**src/rtl/smoldvi_deserialiser.sv**
```systemverilog
// TMDS lane deserialiser: rebuilds 10-bit symbols from a 2-bit DDR stream and
// bit-slips until TMDS control symbols repeat at a stable offset.
module smoldvi_deserialiser #(
  parameter int unsigned CTRL_RUN       = 8,
  parameter int unsigned SEARCH_TIMEOUT = 2048,
  parameter int unsigned LOSS_TIMEOUT   = 4096
) (
  input  logic       clk_x5,
  input  logic       rst_x5,
  input  logic [1:0] din,
  output logic [9:0] sym,
  output logic       sym_valid,
  output logic       ctrl_det,
  output logic       locked,
  output logic       slip
);

  localparam int unsigned SYM_W   = 10;
  localparam int unsigned HIST_W  = 20;
  localparam int unsigned PHASE_W = 3;
  localparam int unsigned OFF_W   = 4;
  localparam int unsigned RUN_W   = $clog2(CTRL_RUN + 1);
  localparam int unsigned GAP_MAX = (SEARCH_TIMEOUT > LOSS_TIMEOUT) ? SEARCH_TIMEOUT : LOSS_TIMEOUT;
  localparam int unsigned GAP_W   = $clog2(GAP_MAX + 1);

  localparam logic [SYM_W-1:0] CTRL_0 = 10'b1101010100;
  localparam logic [SYM_W-1:0] CTRL_1 = 10'b0010101011;
  localparam logic [SYM_W-1:0] CTRL_2 = 10'b0101010100;
  localparam logic [SYM_W-1:0] CTRL_3 = 10'b1010101011;

  typedef enum logic {
    ST_HUNT,
    ST_LOCKED
  } state_t;

  logic [HIST_W-1:0]  hist;
  logic [HIST_W-1:0]  hist_nxt_c;
  logic [PHASE_W-1:0] phase;
  logic [OFF_W-1:0]   offset, offset_n;
  logic [RUN_W-1:0]   run, run_n;
  logic [GAP_W-1:0]   gap, gap_n, gap_inc_c;
  state_t             state, state_n;
  logic               capture_c;
  logic [SYM_W-1:0]   win_c;
  logic               is_ctrl_c;
  logic               slip_c;

  // Window extraction and control-symbol detection on the post-shift history
  always_comb begin
    hist_nxt_c = {din, hist[HIST_W-1:2]};
    capture_c  = (phase == PHASE_W'(4));
    win_c      = SYM_W'(hist_nxt_c >> offset);
    is_ctrl_c  = (win_c == CTRL_0) || (win_c == CTRL_1) ||
                 (win_c == CTRL_2) || (win_c == CTRL_3);
    gap_inc_c  = (gap == GAP_W'(GAP_MAX)) ? gap : gap + GAP_W'(1);
  end

  // Alignment FSM next state, evaluated once per symbol on capture cycles
  always_comb begin
    state_n  = state;
    run_n    = run;
    gap_n    = gap;
    offset_n = offset;
    slip_c   = 1'b0;
    if (capture_c) begin
      case (state)
        ST_HUNT: begin
          if (is_ctrl_c) begin
            run_n = run + RUN_W'(1);
            gap_n = '0;
          end else begin
            run_n = '0;
            gap_n = gap_inc_c;
          end
          if (run_n == RUN_W'(CTRL_RUN)) begin
            state_n = ST_LOCKED;
            run_n   = '0;
            gap_n   = '0;
          end else if (gap_n == GAP_W'(SEARCH_TIMEOUT)) begin
            offset_n = (offset == OFF_W'(9)) ? '0 : offset + OFF_W'(1);
            slip_c   = 1'b1;
            run_n    = '0;
            gap_n    = '0;
          end
        end
        ST_LOCKED: begin
          gap_n = is_ctrl_c ? '0 : gap_inc_c;
          if (gap_n == GAP_W'(LOSS_TIMEOUT)) begin
            state_n = ST_HUNT;
            run_n   = '0;
            gap_n   = '0;
          end
        end
        default: state_n = ST_HUNT;
      endcase
    end
  end

  // Alignment state registers
  always_ff @(posedge clk_x5 or posedge rst_x5) begin
    if (rst_x5) begin
      state  <= ST_HUNT;
      run    <= '0;
      gap    <= '0;
      offset <= '0;
    end else begin
      state  <= state_n;
      run    <= run_n;
      gap    <= gap_n;
      offset <= offset_n;
    end
  end

  // Bit history, fixed symbol cadence and registered outputs
  always_ff @(posedge clk_x5 or posedge rst_x5) begin
    if (rst_x5) begin
      hist      <= '0;
      phase     <= '0;
      sym       <= '0;
      sym_valid <= 1'b0;
      ctrl_det  <= 1'b0;
      locked    <= 1'b0;
      slip      <= 1'b0;
    end else begin
      hist      <= hist_nxt_c;
      phase     <= capture_c ? '0 : phase + PHASE_W'(1);
      sym_valid <= capture_c;
      ctrl_det  <= capture_c && is_ctrl_c;
      locked    <= (state_n == ST_LOCKED);
      slip      <= slip_c;
      if (capture_c) begin
        sym <= win_c;
      end
    end
  end

endmodule

```
**config.mk**
```make
export PLATFORM = sky130hd
export DESIGN_NAME = smoldvi_deserialiser
export DESIGN_NICKNAME = d
export VERILOG_FILES = /design/src/rtl/smoldvi_deserialiser.sv
export SDC_FILE = /design/constraint.sdc
export NUM_CORES = 1
export LEC_CHECK = 0
export ABC_AREA = 1
export CAP_MARGIN = 20
export CORE_UTILIZATION = 45
export CTS_CLUSTER_DIAMETER = 120
export DETAILED_ROUTE_END_ITERATION = 16
export PLACE_DENSITY = 0.68
export SYNTH_ARGS = -nofsm -noshare
export SYNTH_HDL_FRONTEND = slang
export SYNTH_SLANG_ARGS = --single-unit
```
**constraint.sdc**
```tcl
create_clock -name clk_x5 -period 2.3 [get_ports clk_x5]
set_clock_uncertainty 0.2 [all_clocks]
set_input_delay 0.46 -clock clk_x5 [delete_from_list [all_inputs] [get_ports clk_x5]]
set_output_delay 0.46 -clock clk_x5 [all_outputs]
set_load 0.03 [all_outputs]
```
==> results.txt, run 1 <==
FF+latch area - 0.00140 mm²
CTS Root Cell - clkbuf_8
Via count - 3392
Synth async-reset ratio - 100%
Reg2reg start - offset[0]
YS warnings - 0
Largest net degree at the start of global routing - 57
Vias in the first global route - 3359
Row count - 31
FF-to-FF End - offset[1]
Worst EP required - 2300 ps
Power Density - 435 mW/mm²
Multi-input logic area - 0.00194 mm²
Slew Viols, Final - 0
Worst EP arrival - 2560 ps
RePlAce Congestion - 0.942
DRT iter0 DRCs - 178
TritonCTS Buffers - 5
CTS tree - done
Die Width - 90.1 µm
Final WL - 8390 µm
Input/output buffers - 17
Finished Core Util - 59.6%
Avg WL per Cell - 13.1 µm
Final hold vios - 0
Register bit total from synthesis - 56
F_max - 392 MHz
Most frequent cell after synthesis - nand2_1
Failing checks - setup timing
Worst-margin pin slew - 374 ps
Sequential element share of the synthesized area - 40.1%
NumNets Final - 551
Crit path capture - offset[1]
Cell taking the most area after synthesis - dfrtp_1
Slew headroom - 75.0%
DRT Pass-1 Iters - 5
Critical Path Start Type - register
Antenna Cells - 0
Minimum clock period - 2550 ps
Setup TNS - -2600 ps
Die H - 90.1 µm
Number of synthesized flops with an enable pin - 0
Post-route ant nets - 0
Post-placement setup slack - -563 ps
Drc violations - 0
Status - finished, violations left
Kind of critical path - register to register
Global route overflow - 0
Starting Density - 47.4%
Share of the clock period used by the worst path - 111%
Mapped Nets - 484
Crit path launch - offset[0]
Syn Inst Count - 475
# IOs - 18
Clock buffer depth - 2
Reg2reg setup slack - -250 ps
Clk sinks - 56
R2R cell count - 19
Main area contributors after synthesis - dfrtp_1 (40%), nand2_1 (15%), nand3_1 (14%)
First-pass GRT wire length - 15100 µm
Mapped Avg Cell Area - 7.36 µm²
P&R area growth vs syn - 25.8%
Reg clk slew, reported paths - 90 ps
Post-synth design cell area - 0.00349 mm²
Die area - 0.00812 mm²
Core area - 0.00737 mm²
Nature of the critical path endpoint - register
Setup ws final - -254 ps
Max H-tree Level - 2
GRT Overall Usage - 22.6%
Worst skew pair latency - 310 ps
Initial antenna violation count - 0
Primary FF master, synth - dfrtp_1
Drt via density - 5.28
Number of fill cells - 684
Layout cells sized above 1 - 26.0%
Synth top area share - 40.1%
Max-cap violations - 0
CP Max Fanout - 20
Leakage - 2.10 nW
Netlist cell types - 36
Worst hold path type - register to register
Peak supply drop - 272 µV
Commonest cells in the netlist - nand2_1 (138), nand3_1 (96), dfrtp_1 (56), nor2_1 (34), inv_1 (31)
HPWL after DPL - 6060 µm
Hold Buf Count CTS - 0
Finish-stage setup viols - 12
Unrepaired setup endpoints after global routing - yes
layout make-up:
| type | count | area share, % |
|---|---|---|
| clock buffer | 6 | 1.65 |
| clock inverter | 2 | 0.797 |
| inverter | 40 | 3.59 |
| multi-input combinational | 361 | 44.1 |
| sequential | 56 | 31.9 |
| tap | 99 | 2.82 |
| timing repair buffer | 78 | 15.1 |
state kept, by name (all words and copies together) (netlist names):
register,cells
slip,1
offset,4
locked,1
sym,10
ctrl_det,1
run,4
hist,18
sym_valid,1
gap,13
phase,3
what timing repair did:
action,in CTS,in global routing
cloned,0,0
setup buffers,9,3
pin swaps,6,5
endpoints found under the setup margin,15,23
gates resized for setup,28,11
stage by stage:
stage               cell area, µm²  hold slack [ps]  cells  total power (W)
global route                  4400              232    642          0.00201
global placement              4070              186    622          0.00125
floorplan                     3490              174    475          0.00118
CTS                           4340              211    639          0.00192
finish                        4400              213    642          0.00191
detailed placement            4070              188    622          0.00126
kinds of logic after synthesis:
group / share of synthesized area [%]
buffers and inverters: 7.98
DFF: 40.1
AOI/OAI and AO/OA: 6.77
adders and majority gates: 1.79
xor gates and xnor gates: 3.01
and+or+nand+nor: 40.4
worst min path at each step:
stage,startpoint,endpoint,slack (ps),cells past startpoint
after floorplan,hist[15],hist[13],170,0
after global placement,hist[9],hist[7],190,0
after CTS,hist[6],hist[4],210,0
final,hist[7],hist[5],210,0
after global routing,hist[7],hist[5],230,0
after detailed placement,hist[6],hist[4],190,0
routing by layer:
| metal | up-vias | share of wire, % | global-route usage (%) |
|---|---|---|---|
| met5 | - | 0 | 0 |
| met4 | 0 | 1.7 | 6.99 |
| met3 | 15 | 3.8 | 4.48 |
| met2 | 78 | 47 | 36.8 |
| met1 | 1607 | 47 | 30.3 |
| li1 | 1692 | - | - |
critical path: stages (launching register included):
cell     delay (ps)
dfrtp_2         480
buf_12          180
nand2_1          80
nand3_1         110
nand3_2         110
nand2_1          60
nand2_1          70
nand2_2          80
inv_1            90
nand3_2          70
nor2_2          120
nand2_2          90
nand2_4          90
a21oi_2          40
nor2_2          100
inv_1            80
nor2_4          160
nand3_1         110
nand2_1          70
nand2_1          40
layout by cell type (no fill, tap or decap), drive strengths merged:
master	synthesis	layout
xor2	9	9
clkinv	0	1
o21ai	23	23
ha	5	5
clkdlybuf4s50	0	17
nand2	152	152
nor4	1	1
bufinv	0	1
nand3b	1	1
o41ai	2	2
nand3	102	102
nor3	3	3
dfrtp	56	56
nor2	40	40
buf	13	61
nand4	8	8
o211ai	2	2
a21boi	1	1
o31ai	1	1
clkbuf	5	6
a31oi	2	2
a21oi	5	5
xnor2	3	3
o311ai	1	1
inv	40	40
where the power goes:
group	switching [W]	internal, W
registers	0.0000262	0.00102
logic	0.000131	0.0000912
clock network	0.000324	0.000324
Note: power is estimated with default switching activity, not from simulation.
==> inputs of run 2 (changes only) <==
CORE_MARGIN = 2   (was unset)
==> results.txt, run 2 (same netlist as run 1, synthesis figures left out) <==
Commonest cells after routing, fill and taps aside - nand2_1 (130), nand3_1 (92), dfrtp_1 (55)
CTS tree - done
First-pass GRT wire length - 14400 µm
Crit path largest cell delay - 480 ps
Nature of the critical path endpoint - register
Layout cells sized above 1 - 22.4%
GRT Overall Usage - 20.8%
Starting Density - 45.9%
TritonCTS Buffers - 5
Drt via density - 5.08
Reg clk slew, reported paths - 100 ps
Via count - 3239
Max reg flops - 18
Drc violations - 0
Finished Core Util - 56.8%
Post-placement setup slack - -586 ps
Row count - 32
Unrepaired setup endpoints after global routing - yes
Failing checks - setup timing
HPWL after DPL - 5980 µm
Number of fill cells - 736
Critical path cell sequence - buf_12, nand2_1, nand3_2, nand3_2, nand2_2, a21boi_1, nand3_1, nor2_1, nand2_2, nand2_4, a21oi_2, nor2_2, inv_1, nor2_4, nand2_2, nand2_1, o21ai_1
Peak supply drop - 294 µV
Kind of critical path - register to register
Clock buffer depth - 2
Largest Register - hist
Die area - 0.00849 mm²
Most common cell after layout, fill and taps aside - nand2_1
Dpl cells - 624
# IOs - 18
Setup TNS - -3400 ps
Critical Path Start Type - register
P&R area growth vs syn - 23.6%
Setup ws final - -312 ps
Final hold vios - 0
NumNets Final - 543
Status - finished, violations left
Critical Path Slowest Stage Cell - dfrtp_2
F_max - 383 MHz
Largest net degree at the start of global routing - 57
Final Non-Filler Cells - 637
Finish-stage setup viols - 14
Global route overflow - 0
Avg WL per Cell - 12.8 µm
Initial antenna violation count - 0
Largest registers - hist x18, gap x13, sym x10
CTS Root Cell - clkbuf_8
Core area - 0.00761 mm²
Hold Buf Count CTS - 0
RePlAce Congestion - 0.933
Worst EP required - 2300 ps
Slew headroom - 69.2%
Post-route ant nets - 0
Final WL - 8140 µm
Clk sinks - 56
Die Width - 92.1 µm
Slew Viols, Final - 0
Crit path top cell by count - nand2_2
Worst-margin pin slew - 456 ps
Max-cap violations - 0
CP Max Fanout - 20
Die H - 92.1 µm
Leakage - 2.08 nW
Antenna Cells - 0
Minimum clock period - 2610 ps
Worst EP arrival - 2610 ps
Max H-tree Level - 2
Worst skew pair latency - 310 ps
Vias in the first global route - 3164
Share of the clock period used by the worst path - 114%
DRT Pass-1 Iters - 4
DRT iter0 DRCs - 166
Worst hold path type - register to register
Power Density - 449 mW/mm²
Input/output buffers - 17
## run 2: cell types whose count changed in the layout (fill, tap and decap cells not counted), moves of 4 or more
cell,before,now
nand2_1,120,130
nand2_2,31,19
nor2_1,27,31
buf_4,58,48
nor2_2,9,5
## run 2: power breakdown
part / internal [W] / switching [W]
Sequential: 0.00102 / 0.0000249
Combinational: 0.0000856 / 0.000124
Clock: 0.000357 / 0.000330
## run 2: area by class of cell
| cell class | count | area, µm² | area share [%] |
|---|---|---|---|
| inverters | 40 | 158 | 3.65 |
| clock buffers | 6 | 82.6 | 1.91 |
| clock inverters | 2 | 38.8 | 0.898 |
| repair buffers | 70 | 622 | 14.4 |
| multi-input cells | 361 | 1890 | 43.7 |
| well taps | 102 | 128 | 2.96 |
| flip-flops and latches | 56 | 1400 | 32.5 |
## run 2: per-stage QoR
step | cell area (µm²) | hold slack, ps | total power, W
after floorplan | 3490 | 174 | 0.00118
after global placement | 4080 | 185 | 0.00126
after detailed placement | 4080 | 189 | 0.00126
after CTS | 4270 | 215 | 0.00196
after global routing | 4320 | 224 | 0.00201
final | 4320 | 207 | 0.00194
## run 2: what timing repair did
item	4_1_cts	5_1_grt
pin swaps	1	1
resized for setup	14	11
endpoints found under the setup margin	12	24
setup buffers	4	1
## run 2: path summary, 6_finish.rpt
check                                from   endpoint  slack [ps]  cells after the start
worst max-delay path            offset[0]  offset[3]        -310                     17
worst min-delay path              hist[9]    hist[7]         210                      0
worst max register to register  offset[0]  offset[3]        -310                     17
worst min register to register    hist[9]    hist[7]         210                      0
max in group asynchronous          rst_x5   hist[11]        1320                      3
min in group asynchronous          rst_x5    hist[5]         310                      3
## run 2: critical path, delay by kind of cell (launching register included)
kind	cells	cell delay, ps
AOI/OAI and AO/OA	3	330
buffers and inverters	2	250
DFF	1	480
and+or+nand+nor	12	1250
## run 2: layer usage
metal / GRT usage [%] / vias to the layer above / routed length [µm]
met5: 0 / - / 0
met2: 35.4 / 56 / 3760
li1: - / 1672 / -
met1: 27.8 / 1499 / 3990
met4: 5.97 / 0 / 129
met3: 2.79 / 12 / 260
==> inputs of run 3 (changes only) <==
CORE_UTILIZATION = 50   (was 45)
CTS_CLUSTER_SIZE = 12   (was unset)
PLACE_DENSITY = 0.74   (was 0.68)
==> results.txt, run 3 (same netlist as run 1, synthesis figures left out) <==
Status - finished, violations left
Failing checks - setup timing
Global route overflow - 0
Crit path max-delay family - simple AND/OR/NAND/NOR gates
RePlAce Congestion - 0.929
DRT iter0 DRCs - 169
Starting Density - 51.4%
Largest net degree at the start of global routing - 57
DRT Pass-1 Iters - 5
Finish-stage setup viols - 22
Worst EP required - 2310 ps
Worst-margin pin slew - 384 ps
Vias in the first global route - 3156
Worst hold path type - register to register
Final WL - 8290 µm
Number of fill cells - 589
P&R area growth vs syn - 22.6%
Critical path cell sequence - inv_8, nand2_1, nand3_1, nand3_1, nand2_1, nand2_1, nand2_1, nand2_1, inv_2, nand3_1, nor2_2, nor2_4, o41ai_2, buf_4, nand2_1, nor2_4, nand3_1, nand2_1, nand2_1
Post-route ant nets - 0
F_max - 377 MHz
Post-Layout Inst Area - 0.00429 mm²
Max-cap violations - 0
Leakage - 2.08 nW
Die H - 87.6 µm
Row count - 30
Slew headroom - 74.1%
Commonest cells after routing, fill and taps aside - nand2_1 (130), nand3_1 (96), dfrtp_1 (55)
Sw Ratio - 25.7%
Avg WL per Cell - 13.1 µm
Crit path buffers/inverters - 3
Clk sinks - 56
First-pass GRT wire length - 14100 µm
Largest Register - hist
Minimum clock period - 2650 ps
Die Width - 87.6 µm
Input/output buffers - 17
Peak supply drop - 297 µV
Nature of the critical path endpoint - register
Worst skew pair latency - 310 ps
Max reg flops - 18
Largest registers - hist x18, gap x13, sym x10
Sw Pwr - 0.000461 W
Finished Core Util - 63.1%
Drt via density - 5.24
Seq pwr share - 58.0%
GRT Overall Usage - 23.0%
Die area - 0.00767 mm²
Combinational share of power - 10.9%
CP Max Fanout - 20
HPWL after DPL - 6030 µm
Kind of critical path - register to register
Core area - 0.00679 mm²
Critical Path Slowest Stage Cell - dfrtp_2
Clk pwr share - 31.1%
TritonCTS Buffers - 5
NumNets Final - 545
Via count - 3316
Layout cells sized above 1 - 21.8%
Internal power - 0.00133 W
Antenna Cells - 0
Setup ws final - -353 ps
Share of the clock period used by the worst path - 115%
Clock buffer depth - 2
Placed inst area - 0.00409 mm²
Hold Buf Count CTS - 0
Final hold vios - 0
Post-placement setup slack - -582 ps
Initial antenna violation count - 0
Drc violations - 0
CTS tree - done
Crit path largest cell delay - 510 ps
Max H-tree Level - 2
Unrepaired setup endpoints after global routing - yes
Worst EP arrival - 2670 ps
Setup TNS - -4260 ps
Critical Path Start Type - register
CTS Root Cell - clkbuf_8
Reg clk slew, reported paths - 100 ps
Slew Viols, Final - 0
Power Density - 419 mW/mm²
Dpl cells - 621
Most common cell after layout, fill and taps aside - nand2_1
# IOs - 18
Final Non-Filler Cells - 633
Crit path top cell by count - nand2_1
-- run 3: worst reg2reg max path, delay by kind of cell (launching register included) --
kind,cells,cell delay (ps)
AND/OR/NAND/NOR,15,1430
buffers and inverters,3,390
flip-flops,1,510
AO/OA/AOI/OAI,1,50
-- run 3: per-stage QoR --
step                hold slack [ps]  power (W)
CTS                             212    0.00182
global route                    217    0.00189
floorplan                       174    0.00118
detailed placement              189    0.00126
finish                          206    0.00180
global placement                183    0.00125
-- run 3: path summary, 6_finish.rpt --
| check | start | end | slack, ps | depth (start not counted) |
|---|---|---|---|---|
| setup / recovery | offset[0] | offset[1] | -350 | 19 |
| hold / removal | hist[15] | hist[13] | 210 | 0 |
| setup reg to reg | offset[0] | offset[1] | -350 | 19 |
| hold reg to reg | hist[15] | hist[13] | 210 | 0 |
| max in group asynchronous | rst_x5 | offset[0] | 1340 | 3 |
| min in group asynchronous | rst_x5 | hist[6] | 310 | 3 |
-- run 3: area by class of cell --
cell class                      instances  area (µm²)  share of cell area, %
Timing Repair Buffer                   72         654                   15.3
Inverter                               40         158                   3.68
Tap cell                               96         120                   2.80
Multi-Input combinational cell        361        1860                   43.4
Sequential cell                        56        1400                   32.7
Clock inverter                          2        10.0                  0.234
Clock buffer                            6        82.6                   1.93
-- run 3: power groups by stage --
stage	Clock, W	Sequential, W	Combinational, W
after floorplan	0	0.00107	0.000101
after global placement	0	0.00106	0.000191
after detailed placement	0	0.00106	0.000194
after CTS	0.000582	0.00104	0.000196
after global routing	0.000623	0.00105	0.000219
final	0.000558	0.00104	0.000196
-- run 3: what timing repair did --
item / 4_1_cts / 5_1_grt
gates cloned: 0 / 1
endpoints found under the setup margin: 22 / 24
endpoints found under the hold margin: 0 / 0
gates resized for setup: 9 / 8
setup buffers: 1 / 2
pin swaps: 1 / 0
-- run 3: routing by layer --
metal / track usage (%) / routed length (µm) / vias to the layer above
met2: 37.2 / 3880 / 85
li1: - / - / 1679
met1: 31.5 / 3910 / 1536
met3: 3.68 / 327 / 16
met4: 7.83 / 174 / 0
met5: 0 / 0 / -
